--- config.mk ---
export PLATFORM = sky130hd
export DESIGN_NAME = sb_dsp_dma
export DESIGN_NICKNAME = d
export VERILOG_FILES = /design/src/rtl/sb_dsp_pkg.sv /design/src/rtl/sb_dma_pacer.sv /design/src/rtl/sb_dsp_dma.sv
export SDC_FILE = /design/constraint.sdc
export NUM_CORES = 1
export LEC_CHECK = 0
export CAP_MARGIN = 10
export CORE_MARGIN = 5
export CORE_UTILIZATION = 45
export CTS_CLUSTER_SIZE = 12
export DETAILED_ROUTE_END_ITERATION = 8
export GPL_ROUTABILITY_DRIVEN = 0
export HOLD_SLACK_MARGIN = 0.12
export PLACE_DENSITY = 0.65
export SLEW_MARGIN = 10
export SYNTH_ARGS = -nofsm -noshare
export SYNTH_HDL_FRONTEND = slang
export SYNTH_SLANG_ARGS = --single-unit
--- constraint.sdc ---
create_clock -name clk -period 4.95 [get_ports clk]
set_input_delay 0.99 -clock clk [delete_from_list [all_inputs] [get_ports clk]]
set_output_delay 0.99 -clock clk [all_outputs]
set_load 0.02 [all_outputs]
--- src/rtl/sb_dsp_pkg.sv ---
// Shared constants and state types for the Sound Blaster DSP front end.
// Port offsets are relative to the DSP base; opcodes are the DSP command bytes handled here.
package sb_dsp_pkg;

   localparam logic [3:0] OFS_RESET = 4'h6;
   localparam logic [3:0] OFS_READ  = 4'hA;
   localparam logic [3:0] OFS_WRITE = 4'hC;
   localparam logic [3:0] OFS_STAT  = 4'hE;

   localparam logic [7:0] OP_DIRECT  = 8'h10;
   localparam logic [7:0] OP_DMA_SC  = 8'h14;
   localparam logic [7:0] OP_DMA_AI  = 8'h1C;
   localparam logic [7:0] OP_SET_TC  = 8'h40;
   localparam logic [7:0] OP_SET_BLK = 8'h48;
   localparam logic [7:0] OP_PAUSE   = 8'hD0;
   localparam logic [7:0] OP_SPK_ON  = 8'hD1;
   localparam logic [7:0] OP_SPK_OFF = 8'hD3;
   localparam logic [7:0] OP_CONT    = 8'hD4;
   localparam logic [7:0] OP_EXIT_AI = 8'hDA;
   localparam logic [7:0] OP_VERSION = 8'hE1;

   localparam logic [7:0] RESET_ACK = 8'hAA;
   localparam logic [7:0] TC_RESET  = 8'h83;

   typedef enum logic [1:0] {DMA_IDLE, DMA_WAIT, DMA_REQ, DMA_PAUSE} dma_st_e;
   typedef enum logic [1:0] {PS_CMD, PS_ARG1, PS_ARG2} ps_st_e;

endpackage

--- src/rtl/sb_dma_pacer.sv ---
// DMA pacing timer: period = (256-TC) microseconds, counted in clk cycles.
// The counter saturates at the period so rdy_o stays up until the engine restarts it.
module sb_dma_pacer #(
   parameter int CLK_PER_US = 50
) (
   input  logic       clk,
   input  logic       rst_n,
   input  logic       clr_i,
   input  logic [7:0] tc_i,
   output logic       rdy_o
);

   localparam int CW = $clog2(256 * CLK_PER_US + 1);

   logic [8:0]    steps;
   logic [CW-1:0] period;
   logic [CW-1:0] cnt_q, cnt_d;

   assign steps  = 9'd256 - {1'b0, tc_i};
   assign period = CW'(steps) * CW'(CLK_PER_US);
   assign rdy_o  = (cnt_q >= period);

   always_comb begin
      cnt_d = cnt_q;
      if (clr_i)              cnt_d = '0;
      else if (cnt_q < period) cnt_d = cnt_q + CW'(1);
   end

   always_ff @(posedge clk or negedge rst_n) begin
      if (!rst_n) cnt_q <= '0;
      else        cnt_q <= cnt_d;
   end

endmodule

--- src/rtl/sb_dsp_dma.sv ---
// Sound Blaster DSP front end: port decode, command parser, paced 8-bit DMA engine,
// DSP interrupt and PCM byte hand-off to the S/PDIF mixer.
module sb_dsp_dma import sb_dsp_pkg::*; #(
   parameter logic [9:0]  BASE_ADDR  = 10'h220,
   parameter int          CLK_PER_US = 50,
   parameter int          LEN_W      = 17,
   parameter int          IRQ_PULSE  = 9,
   parameter logic [15:0] DSP_VER    = 16'h0201
) (
   input  logic       clk,
   input  logic       rst_n,
   input  logic [9:0] a,
   input  logic       aen,
   input  logic       ior_n,
   input  logic       iow_n,
   input  logic       dack_n,
   input  logic [7:0] d_in,
   output logic [7:0] d_out,
   output logic       d_oe,
   output logic       drq,
   output logic       irq,
   output logic [7:0] pcm,
   output logic       pcm_stb,
   output logic       speaker_on,
   output logic       busy
);

   localparam int ICW = (IRQ_PULSE > 1) ? $clog2(IRQ_PULSE) : 1;
   localparam logic [9:0] A_RST  = BASE_ADDR + 10'(OFS_RESET);
   localparam logic [9:0] A_RD   = BASE_ADDR + 10'(OFS_READ);
   localparam logic [9:0] A_WR   = BASE_ADDR + 10'(OFS_WRITE);
   localparam logic [9:0] A_STAT = BASE_ADDR + 10'(OFS_STAT);

   // {dack_n, iow_n, ior_n} synchronisers plus one delay stage for edge detect
   logic [2:0] s1_q, s2_q;
   logic [1:0] prev_q;

   always_ff @(posedge clk or negedge rst_n) begin
      if (!rst_n) begin
         s1_q   <= '1;
         s2_q   <= '1;
         prev_q <= '1;
      end else begin
         s1_q   <= {dack_n, iow_n, ior_n};
         s2_q   <= s1_q;
         prev_q <= s2_q[1:0];
      end
   end

   logic ior_fall, ior_rise, iow_rise, dma_cyc, io_sel;
   logic hit_rst, hit_rd, hit_wr, hit_stat;
   logic wr_rst, wr_cmd, rd_evt, dma_xfer, soft_rst;

   assign ior_fall = prev_q[0] & ~s2_q[0];
   assign ior_rise = ~prev_q[0] & s2_q[0];
   assign iow_rise = ~prev_q[1] & s2_q[1];
   assign dma_cyc  = ~s2_q[2];
   assign io_sel   = ~aen & ~dma_cyc;
   assign hit_rst  = io_sel && (a == A_RST);
   assign hit_rd   = io_sel && (a == A_RD);
   assign hit_wr   = io_sel && (a == A_WR);
   assign hit_stat = io_sel && (a == A_STAT);
   assign wr_rst   = iow_rise & hit_rst;
   assign wr_cmd   = iow_rise & hit_wr;
   assign rd_evt   = ior_fall & (hit_rd | hit_wr | hit_stat);

   ps_st_e           ps_q, ps_d;
   dma_st_e          dma_q, dma_d;
   logic [7:0]       op_q, op_d, lo_q, lo_d, tc_q, tc_d;
   logic [15:0]      blk_q, blk_d;
   logic             auto_q, auto_d, exit_q, exit_d, spk_q, spk_d, arm_q, arm_d;
   logic [LEN_W-1:0] rem_q, rem_d;
   logic [7:0]       pcm_q, pcm_d, dout_q, dout_d, q0_q, q0_d, q1_q, q1_d;
   logic             stb_q, stb_d, doe_q, doe_d, irq_q, irq_d;
   logic [1:0]       qcnt_q, qcnt_d;
   logic [ICW-1:0]   icnt_q, icnt_d;
   logic             irq_fire, pace_rst, pace_rdy;

   assign dma_xfer = iow_rise & dma_cyc & (dma_q == DMA_REQ);
   assign soft_rst = wr_rst & arm_q & ~d_in[0];

   sb_dma_pacer #(.CLK_PER_US(CLK_PER_US)) u_pacer (
      .clk   (clk),
      .rst_n (rst_n),
      .clr_i (pace_rst | soft_rst),
      .tc_i  (tc_q),
      .rdy_o (pace_rdy)
   );

   always_comb begin
      ps_d = ps_q;  dma_d = dma_q;  op_d = op_q;  lo_d = lo_q;  tc_d = tc_q;
      blk_d = blk_q;  auto_d = auto_q;  exit_d = exit_q;  spk_d = spk_q;
      arm_d = arm_q;  rem_d = rem_q;  pcm_d = pcm_q;  stb_d = 1'b0;
      dout_d = dout_q;  doe_d = doe_q;  q0_d = q0_q;  q1_d = q1_q;  qcnt_d = qcnt_q;
      irq_d = irq_q;  icnt_d = icnt_q;  irq_fire = 1'b0;  pace_rst = 1'b0;

      if (wr_rst) arm_d = d_in[0];

      if (ior_rise) doe_d = 1'b0;
      if (rd_evt) begin
         doe_d = 1'b1;
         if (hit_rd) begin
            dout_d = q0_q;
            if (qcnt_q != 2'd0) begin
               q0_d   = q1_q;
               qcnt_d = qcnt_q - 2'd1;
            end
         end else if (hit_wr) begin
            dout_d = 8'h00;
         end else begin
            dout_d = {(qcnt_q != 2'd0), 7'h7F};
         end
      end

      case (dma_q)
         DMA_WAIT: if (pace_rdy) begin
            dma_d    = DMA_REQ;
            pace_rst = 1'b1;
         end
         DMA_REQ: if (dma_xfer) begin
            pcm_d = d_in;
            stb_d = 1'b1;
            rem_d = rem_q - LEN_W'(1);
            dma_d = DMA_WAIT;
            if (rem_q == LEN_W'(1)) begin
               irq_fire = 1'b1;
               if (auto_q && !exit_q) rem_d = LEN_W'(blk_q) + LEN_W'(1);
               else                   dma_d = DMA_IDLE;
            end
         end
         default: ;
      endcase

      // Start commands are evaluated after the engine so they win the state on a collision
      if (wr_cmd) begin
         case (ps_q)
            PS_CMD: begin
               op_d = d_in;
               case (d_in)
                  OP_DIRECT, OP_SET_TC, OP_DMA_SC, OP_SET_BLK: ps_d = PS_ARG1;
                  OP_DMA_AI: begin
                     rem_d    = LEN_W'(blk_q) + LEN_W'(1);
                     auto_d   = 1'b1;
                     exit_d   = 1'b0;
                     dma_d    = DMA_WAIT;
                     pace_rst = 1'b1;
                  end
                  OP_PAUSE: if (dma_q == DMA_WAIT || dma_q == DMA_REQ) dma_d = DMA_PAUSE;
                  OP_CONT: if (dma_q == DMA_PAUSE) begin
                     dma_d    = DMA_WAIT;
                     pace_rst = 1'b1;
                  end
                  OP_SPK_ON:  spk_d  = 1'b1;
                  OP_SPK_OFF: spk_d  = 1'b0;
                  OP_EXIT_AI: exit_d = 1'b1;
                  OP_VERSION: begin
                     // Queue holds only two entries, so the version pair replaces any older bytes
                     q0_d   = DSP_VER[15:8];
                     q1_d   = DSP_VER[7:0];
                     qcnt_d = 2'd2;
                  end
                  default: ;
               endcase
            end
            PS_ARG1: begin
               ps_d = PS_CMD;
               if (op_q == OP_DIRECT) begin
                  pcm_d = d_in;
                  stb_d = 1'b1;
               end else if (op_q == OP_SET_TC) begin
                  tc_d = d_in;
               end else begin
                  lo_d = d_in;
                  ps_d = PS_ARG2;
               end
            end
            default: begin
               ps_d = PS_CMD;
               if (op_q == OP_DMA_SC) begin
                  rem_d    = LEN_W'({d_in, lo_q}) + LEN_W'(1);
                  auto_d   = 1'b0;
                  exit_d   = 1'b0;
                  dma_d    = DMA_WAIT;
                  pace_rst = 1'b1;
               end else begin
                  blk_d = {d_in, lo_q};
               end
            end
         endcase
      end

      if (irq_fire) begin
         irq_d  = 1'b1;
         icnt_d = (IRQ_PULSE > 0) ? ICW'(IRQ_PULSE - 1) : '0;
      end else if (IRQ_PULSE == 0) begin
         if (rd_evt && hit_stat) irq_d = 1'b0;
      end else if (irq_q) begin
         if (icnt_q == '0) irq_d  = 1'b0;
         else              icnt_d = icnt_q - ICW'(1);
      end

      // Soft reset mirrors rst_n except that the PCM level is kept
      if (soft_rst) begin
         ps_d = PS_CMD;  dma_d = DMA_IDLE;  op_d = '0;  lo_d = '0;  tc_d = TC_RESET;
         blk_d = '0;  auto_d = 1'b0;  exit_d = 1'b0;  spk_d = 1'b0;  arm_d = 1'b0;
         rem_d = '0;  stb_d = 1'b0;  dout_d = '0;  doe_d = 1'b0;
         q0_d = RESET_ACK;  q1_d = '0;  qcnt_d = 2'd1;  irq_d = 1'b0;  icnt_d = '0;
      end
   end

   always_ff @(posedge clk or negedge rst_n) begin
      if (!rst_n) begin
         ps_q <= PS_CMD;  dma_q <= DMA_IDLE;  op_q <= '0;  lo_q <= '0;  tc_q <= TC_RESET;
         blk_q <= '0;  auto_q <= 1'b0;  exit_q <= 1'b0;  spk_q <= 1'b0;  arm_q <= 1'b0;
         rem_q <= '0;  pcm_q <= 8'h80;  stb_q <= 1'b0;  dout_q <= '0;  doe_q <= 1'b0;
         q0_q <= '0;  q1_q <= '0;  qcnt_q <= '0;  irq_q <= 1'b0;  icnt_q <= '0;
      end else begin
         ps_q <= ps_d;  dma_q <= dma_d;  op_q <= op_d;  lo_q <= lo_d;  tc_q <= tc_d;
         blk_q <= blk_d;  auto_q <= auto_d;  exit_q <= exit_d;  spk_q <= spk_d;  arm_q <= arm_d;
         rem_q <= rem_d;  pcm_q <= pcm_d;  stb_q <= stb_d;  dout_q <= dout_d;  doe_q <= doe_d;
         q0_q <= q0_d;  q1_q <= q1_d;  qcnt_q <= qcnt_d;  irq_q <= irq_d;  icnt_q <= icnt_d;
      end
   end

   assign d_out      = dout_q;
   assign d_oe       = doe_q;
   assign drq        = (dma_q == DMA_REQ);
   assign irq        = irq_q;
   assign pcm        = pcm_q;
   assign pcm_stb    = stb_q;
   assign speaker_on = spk_q;
   assign busy       = (dma_q != DMA_IDLE);

endmodule

==> results.yml, run 1 <==
synthesis:
  synthCells: 924
  synth-simple-area-share_pct: 22.6
  synth_adder_area_share_pct: 8.95
  yosys_most_used_dff: "dfrtp_1"
  syn_avg_cell_area_um2: 8.83
  synth_top_family_by_area: "simple AND/OR/NAND/NOR gates"
  synthMuxAreaShare_pct: 2.54
  ys_seq_elements: 121
  postSynth.asyncResetShare_pct: 100
  syn_nets: 1004
  yosysSeqAreaShare_pct: 37.3
  synth_xor_area_share_pct: 5.35
  syn-cell-area_mm2: 0.00816
  synth-edff-count: 0
  yosysUniqueCellTypes: 74
  synth-compound-area-share_pct: 19.1
  yosysWarningCount: 0
die:
  ios: 46
  core_mm2: 0.0179
  num_rows: 49
  fp.dieW_um: 145
  start_util_pct: 45.6
  die_area_mm2: 0.0209
  die_y_um: 145
sta:
  fmax_mhz: 202
  timing.hold.ws_ns: 0.354
  maxSlewViolCount: 0
  setup_viol: 1
  layout_setup_ws_ns: -0.00587
  rsz0062_at_grt: "true"
  hold_violations: 0
  skew_ns: 0.0144
  min_period_ns: 4.96
  fin_crit_sh_pct: 100
  slew_headroom_pct: 38.6
  worst_pin_slew_ns: 0.918
power_and_ir_drop:
  total_leakage_power_nw: 4.36
  power.density_mw_per_mm2: 298
  ir_worst_vdd_uv: 390
critical_path:
  r2r_slack_ns: -0.006
  start_kind: "flop"
  rr_worst_depth: 23
  cp_slowest_cell: "dfstp_2"
  r2r_end: "u_pacer.cnt_q[4]$_DFFE_PN0P_"
  cpPeakStageDelay_ns: 0.55
  rr_startpoint: "tc_q[0]$_DFFE_PN1P_"
  cp-end-kind: "flop"
  path_cells: "inv_2, buf_4, nand3_4, nor2_2, xnor2_2, ha_1, ha_1, inv_2, fa_1, inv_2, ha_4, nand2_4, o21ai_4, nor2_2, xor2_1, ha_1, a211o_1, o211ai_1, nand3b_1, buf_6, or3_4, o211a_1, nor3_2"
  cp_max_fo: 6
  crit_family: "adder cells"
  crit_buf_inv: 5
  crit_arrival_ns: 5.29
  cp.required_ns: 5.28
  path_class: "flop to flop"
routing:
  via_per_inst: 5.92
  wl_um: 23500
  antenna_left: 0
  drc: 0
  first_iter_violations: 601
  vias: 7411
  wl_per_cell_um: 18.8
  drt_first_pass_iters: 5
final_layout:
  final_cell_count_no_fill: 1251
  seqCellArea_mm2: 0.00304
  drive_gt1_share_pct: 17.7
  antenna_cells: 0
  finish.utilization_pct: 56.9
  multi_input_area_mm2: 0.00514
  finalNetCount: 1089
  final_cell_area_mm2: 0.0102
  syn_to_final_growth_pct: 24.9
  final.fill_count: 1591
run_status:
  violations: "negative setup slack"
  outcome: "finished with violations"
clock_network:
  holdBufCountCts: 0
  cts-htree-levels: 4
  cts-buffers-inserted: 17
  clk_latency_ns: 0.43
  cts_sinks: 121
  cts_tree: "done"
  cts_buffer_depth: 2
  cts_root_buf: "clkbuf_16"
  clk_pin_slew_ns: 0.06
min_path:
  holdCritStartpoint: "s1_q[1]$_DFF_PN1_"
  whs_endpoint: "s2_q[1]$_DFF_PN1_"
  hold_depth: 0
  hp-class: "flop to flop"
global_route:
  track_usage_pct: 23.0
  grt_max_degree: 63
  grt_pass1_vias: 6985
  grt_pass1_wl_um: 37800
  antenna_found_initial: 0
  grt-ovfl-total: 0
placement:
  place_area_mm2: 0.00920
  placed_cells: 1203
  dp_hpwl_um: 16300
  port_buffers: 45
  pre_cts_ws_ns: -0.360
job:
  drv_cap: 0
## logic make-up (layout without fill, tap and decap cells)
family / after synthesis / in the layout
compound gates: 240 / 240
xor+xnor: 49 / 49
fa+ha+maj: 56 / 56
buf+inv: 87 / 184
flops: 121 / 121
mux: 20 / 20
simple gates: 351 / 352
## cells in the final DEF, fill, tap and decap left out, types with 9 or more instances in the layout
master	n
o21a_1	11
nand3_1	34
mux2i_1	14
nor3_2	10
dfrtp_1	108
a21oi_1	66
o21ai_0	52
ha_1	43
a22oi_1	17
dfstp_2	12
nor4_1	22
buf_4	58
xor2_1	15
inv_1	40
clkdlybuf4s50_1	44
and3_1	13
clkbuf_16	17
nand4_1	12
nor3_1	26
ha_4	9
xnor2_1	29
nor2_1	85
nand2_1	76
## worst max-delay path by stage
stage / from / end / slack (ns) / depth (start not counted)
2_1_floorplan: tc_q[0]$_DFFE_PN1P_ / u_pacer.cnt_q[12]$_DFFE_PN0P_ / 0.04 / 21
6_report: tc_q[0]$_DFFE_PN1P_ / u_pacer.cnt_q[4]$_DFFE_PN0P_ / -0.006 / 23
4_1_cts: tc_q[1]$_DFFE_PN1P_ / u_pacer.cnt_q[3]$_DFFE_PN0P_ / 0.001 / 23
3_3_place_gp: tc_q[1]$_DFFE_PN1P_ / u_pacer.cnt_q[10]$_DFFE_PN0P_ / -0.32 / 20
3_5_place_dp: tc_q[1]$_DFFE_PN1P_ / u_pacer.cnt_q[10]$_DFFE_PN0P_ / -0.36 / 20
5_1_grt: tc_q[1]$_DFFE_PN1P_ / u_pacer.cnt_q[4]$_DFFE_PN0P_ / -0.22 / 22
## area by class of cell
cell class,count,share of cell area [%]
inverters,45,1.66
repair buffers,107,9.32
flip-flops and latches,121,29.9
clock inverters,14,1.61
multi-input cells,717,50.4
well taps,229,2.81
clock buffers,18,4.31
## power by group
| group | total [mW] | switching [mW] | internal [mW] |
|---|---|---|---|
| combinational | 0.554 | 0.297 | 0.257 |
| clock | 1.28 | 0.507 | 0.768 |
| sequential | 1.21 | 0.122 | 1.09 |
| total | 3.04 | 0.925 | 2.11 |
## per-layer routing
layer / wire [um] / vias up / GRT usage [%]
met5: 0 / - / 0
met4: 430 / 0 / 7.02
met3: 1440 / 38 / 4.34
met2: 10500 / 271 / 35.0
met1: 11100 / 3544 / 33.5
li1: - / 3558 / -
## flip-flops by register name (all words and copies together), names as in the netlist, 3 cells and up
| name | count |
|---|---|
| s1_q | 3 |
| lo_q | 8 |
| u_pacer.cnt_q | 14 |
| icnt_q | 4 |
| blk_q | 16 |
| d_out | 8 |
| rem_q | 17 |
| op_q | 8 |
| s2_q | 3 |
| tc_q | 8 |
| pcm | 8 |
| q0_q | 8 |
## metrics by stage
| stage | total power [mW] | setup TNS, ns |
|---|---|---|
| after CTS | 3.03 | 0 |
| after floorplan | 1.53 | 0 |
| after global placement | 1.72 | -3.61 |
| after global routing | 3.19 | -2.15 |
| final | 3.04 | -0.00587 |
| after detailed placement | 1.73 | -4.18 |
## synth_stat cells (5+ instances only)
master,instances,area share (%)
nor3_1,28,1.7
buf_2,7,0.43
or4_1,5,0.46
o22ai_1,7,0.54
dfstp_2,12,3.9
a41oi_1,6,0.64
nand4_1,12,0.92
or3_1,8,0.61
o2bb2ai_1,7,0.75
dfrtp_1,109,33
xnor2_1,31,3.3
ha_1,52,8.0
a22oi_1,17,1.6
xor2_1,17,1.8
mux2i_1,14,1.7
a31oi_1,8,0.61
clkbuf_1,32,1.5
o211a_1,8,0.98
nor3_2,9,1.1
o21ai_0,56,3.4
nand2_1,78,3.6
inv_1,45,2.1
a211oi_1,6,0.55
and2_1,5,0.38
nand3_1,35,2.1
o221ai_1,8,0.86
a21oi_1,68,4.2
nand3b_1,5,0.46
nor2b_1,8,0.61
a21o_1,7,0.64
mux2_2,6,0.83
o21a_1,11,1.0
nor4_1,23,1.8
and3_1,13,1.0
nor2_1,89,4.1
o211ai_1,5,0.46
## repair_timing
action,in CTS,in global routing
pin swaps,12,36
gates resized for setup,12,35
buffers inserted,4,11
endpoints found under the setup margin,16,16
endpoints found under the hold margin,0,0
cloned,1,0
Note: power is estimated with default switching activity, not from simulation.
==> run 2: changes to the inputs <==
--- a/config.mk
+++ b/config.mk
@@ -5,14 +5,15 @@
 export SDC_FILE = /design/constraint.sdc
 export NUM_CORES = 1
 export LEC_CHECK = 0
+export ABC_CLOCK_PERIOD_IN_PS = 4950
 export CAP_MARGIN = 10
 export CORE_MARGIN = 5
-export CORE_UTILIZATION = 45
+export CORE_UTILIZATION = 50
 export CTS_CLUSTER_SIZE = 12
 export DETAILED_ROUTE_END_ITERATION = 8
 export GPL_ROUTABILITY_DRIVEN = 0
 export HOLD_SLACK_MARGIN = 0.12
-export PLACE_DENSITY = 0.65
+export PLACE_DENSITY = 0.71
 export SLEW_MARGIN = 10
 export SYNTH_ARGS = -nofsm -noshare
 export SYNTH_HDL_FRONTEND = slang
==> results.yml, run 2 (synthesized netlist as in run 1, its figures left out) <==
run_status:
  outcome: "finished with violations"
  violations: "negative setup slack"
die:
  ios: 46
  fp.dieW_um: 138
  start_util_pct: 51.2
  die_y_um: 138
  num_rows: 46
  die_area_mm2: 0.0190
  core_mm2: 0.0159
final_layout:
  largest_reg_flops: 17
  final_cell_area_mm2: 0.0101
  top_register: "rem_q"
  finalNetCount: 1086
  final_cell_mix: "dfrtp_1 (109), nor2_1 (87), nand2_1 (76)"
  syn_to_final_growth_pct: 23.7
  final.fill_count: 1308
  drive_gt1_share_pct: 17.2
  final_common_cell: "dfrtp_1"
  largest_registers: "rem_q: 17 flops, blk_q: 16 flops, u_pacer.cnt_q: 14 flops"
  antenna_cells: 0
routing:
  wl_per_cell_um: 18.6
  via_per_inst: 6.08
  drc: 0
  vias: 7506
  first_iter_violations: 754
  antenna_left: 0
  wl_um: 22900
  drt_first_pass_iters: 5
sta:
  maxSlewViolCount: 0
  worst_pin_slew_ns: 0.864
  layout_setup_ws_ns: -0.0994
  rsz0062_at_grt: "true"
  fin_crit_sh_pct: 102
  setup_viol: 13
  slew_headroom_pct: 42.4
  min_period_ns: 5.05
  hold_violations: 0
  fmax_mhz: 198
  skew_ns: 0.00859
clock_network:
  cts_sinks: 121
  cts_buffer_depth: 2
  clk_pin_slew_ns: 0.06
  cts_root_buf: "clkbuf_16"
  holdBufCountCts: 0
  cts_tree: "done"
  cts-buffers-inserted: 17
  clk_latency_ns: 0.42
  cts-htree-levels: 4
global_route:
  grt_max_degree: 69
  grt_pass1_wl_um: 37900
  antenna_found_initial: 0
  track_usage_pct: 25.2
  grt-ovfl-total: 0
  grt_pass1_vias: 7321
critical_path:
  start_kind: "flop"
  cp-end-kind: "flop"
  rr_worst_depth: 22
  path_class: "flop to flop"
  cp.required_ns: 5.29
  crit_arrival_ns: 5.39
  r2r_end: "u_pacer.cnt_q[11]$_DFFE_PN0P_"
  cp_max_fo: 6
  r2r_slack_ns: -0.1
  rr_startpoint: "tc_q[1]$_DFFE_PN1P_"
min_path:
  holdCritStartpoint: "s1_q[1]$_DFF_PN1_"
  hold_depth: 0
  hp-class: "flop to flop"
  whs_endpoint: "s2_q[1]$_DFF_PN1_"
placement:
  port_buffers: 45
  pre_cts_ws_ns: -0.407
  dp_hpwl_um: 15800
  place_area_mm2: 0.00913
power_and_ir_drop:
  power.density_mw_per_mm2: 299
  ir_worst_vdd_uv: 269
  total_leakage_power_nw: 4.33
job:
  drv_cap: 0
-- run 2: cell count changes in the layout (fill, tap and decap cells not counted), sizes merged --
cell    delta
buf        -3
clkinv     -1
inv        +1
-- run 2: where the power goes --
part	internal [mW]	leakage, nW	total, mW	switching [mW]
Clock	0.756	0.286	1.26	0.503
Sequential	1.09	1.54	1.21	0.126
Combinational	0.256	2.51	0.549	0.293
-- run 2: routing by layer --
layer  up-vias  track usage [%]  part of all wire, %
met3        33             5.59                  7.5
met5         -                0                    0
li1       3552                -                    -
met4         0             6.70                  1.5
met2       305             36.8                   45
met1      3616             37.7                   46
-- run 2: worst max-delay path, cell delays in order, from the launching register on --
cell and delay, ns:
dfstp_2 0.56, inv_2 0.06, ha_4 0.18, nand2_4 0.09, xor2_4 0.20, ha_4 0.24, ha_4 0.26, inv_2 0.03
fa_1 0.52, inv_2 0.05, ha_4 0.23, a21oi_4 0.16, o21ai_2 0.08, o41ai_2 0.43, xnor2_1 0.19, ha_1 0.28
nand4_1 0.14, o21bai_1 0.12, nand3b_1 0.20, buf_6 0.16, or3_4 0.41, o211a_1 0.23, nor3_2 0.16
-- run 2: through the flow --
| stage | std cells | power (mW) | util [%] | TNS (ns) | hold WS, ns |
|---|---|---|---|---|---|
| 2_1_floorplan | 924 | 1.53 | - | 0 | 0.345 |
| 3_3_place_gp | 1184 | 1.71 | 57.3 | -2.31 | 0.346 |
| 3_5_place_dp | 1184 | 1.73 | 57.3 | -4.69 | 0.347 |
| 4_1_cts | 1227 | 3.01 | 62.0 | 0 | 0.356 |
| 5_1_grt | 1235 | 3.16 | 63.3 | -3.43 | 0.364 |
| 6_report | 1235 | 3.02 | 63.3 | -0.887 | 0.355 |
-- run 2: cell type report --
type | count | area [um^2] | share of cell area, %
Multi-Input combinational cell | 717 | 5090 | 50.5
Clock buffer | 18 | 429 | 4.25
Inverter | 45 | 169 | 1.67
Clock inverter | 14 | 164 | 1.62
Sequential cell | 121 | 3040 | 30.1
Tap cell | 216 | 270 | 2.68
Timing Repair Buffer | 104 | 923 | 9.15
-- run 2: timing repair --
action | 4_1_cts | 5_1_grt
gates resized for setup | 14 | 23
pin swaps | 23 | 22
endpoints found under the setup margin | 16 | 16
endpoints found under the hold margin | 0 | 0
setup buffers | 10 | 8
cloned | 1 | 0
-- run 2: worst max path at each step --
stage,from,to,depth (start not counted),slack (ns)
after global placement,tc_q[0]$_DFFE_PN1P_,u_pacer.cnt_q[10]$_DFFE_PN0P_,22,-0.22
after CTS,tc_q[0]$_DFFE_PN1P_,u_pacer.cnt_q[4]$_DFFE_PN0P_,22,0.01
after floorplan,tc_q[0]$_DFFE_PN1P_,u_pacer.cnt_q[12]$_DFFE_PN0P_,21,0.04
after detailed placement,tc_q[0]$_DFFE_PN1P_,u_pacer.cnt_q[10]$_DFFE_PN0P_,21,-0.41
final,tc_q[1]$_DFFE_PN1P_,u_pacer.cnt_q[11]$_DFFE_PN0P_,22,-0.1
after global routing,tc_q[0]$_DFFE_PN1P_,u_pacer.cnt_q[11]$_DFFE_PN0P_,20,-0.28
==> run 3: changes to the inputs <==
--- a/config.mk
+++ b/config.mk
@@ -9,6 +9,7 @@
 export CAP_MARGIN = 10
 export CORE_MARGIN = 5
 export CORE_UTILIZATION = 50
+export CTS_CLUSTER_DIAMETER = 40
 export CTS_CLUSTER_SIZE = 12
 export DETAILED_ROUTE_END_ITERATION = 8
 export GPL_ROUTABILITY_DRIVEN = 0
==> results of run 3 <==
The final DEF is identical to that of run 2; final timing and power are the same.
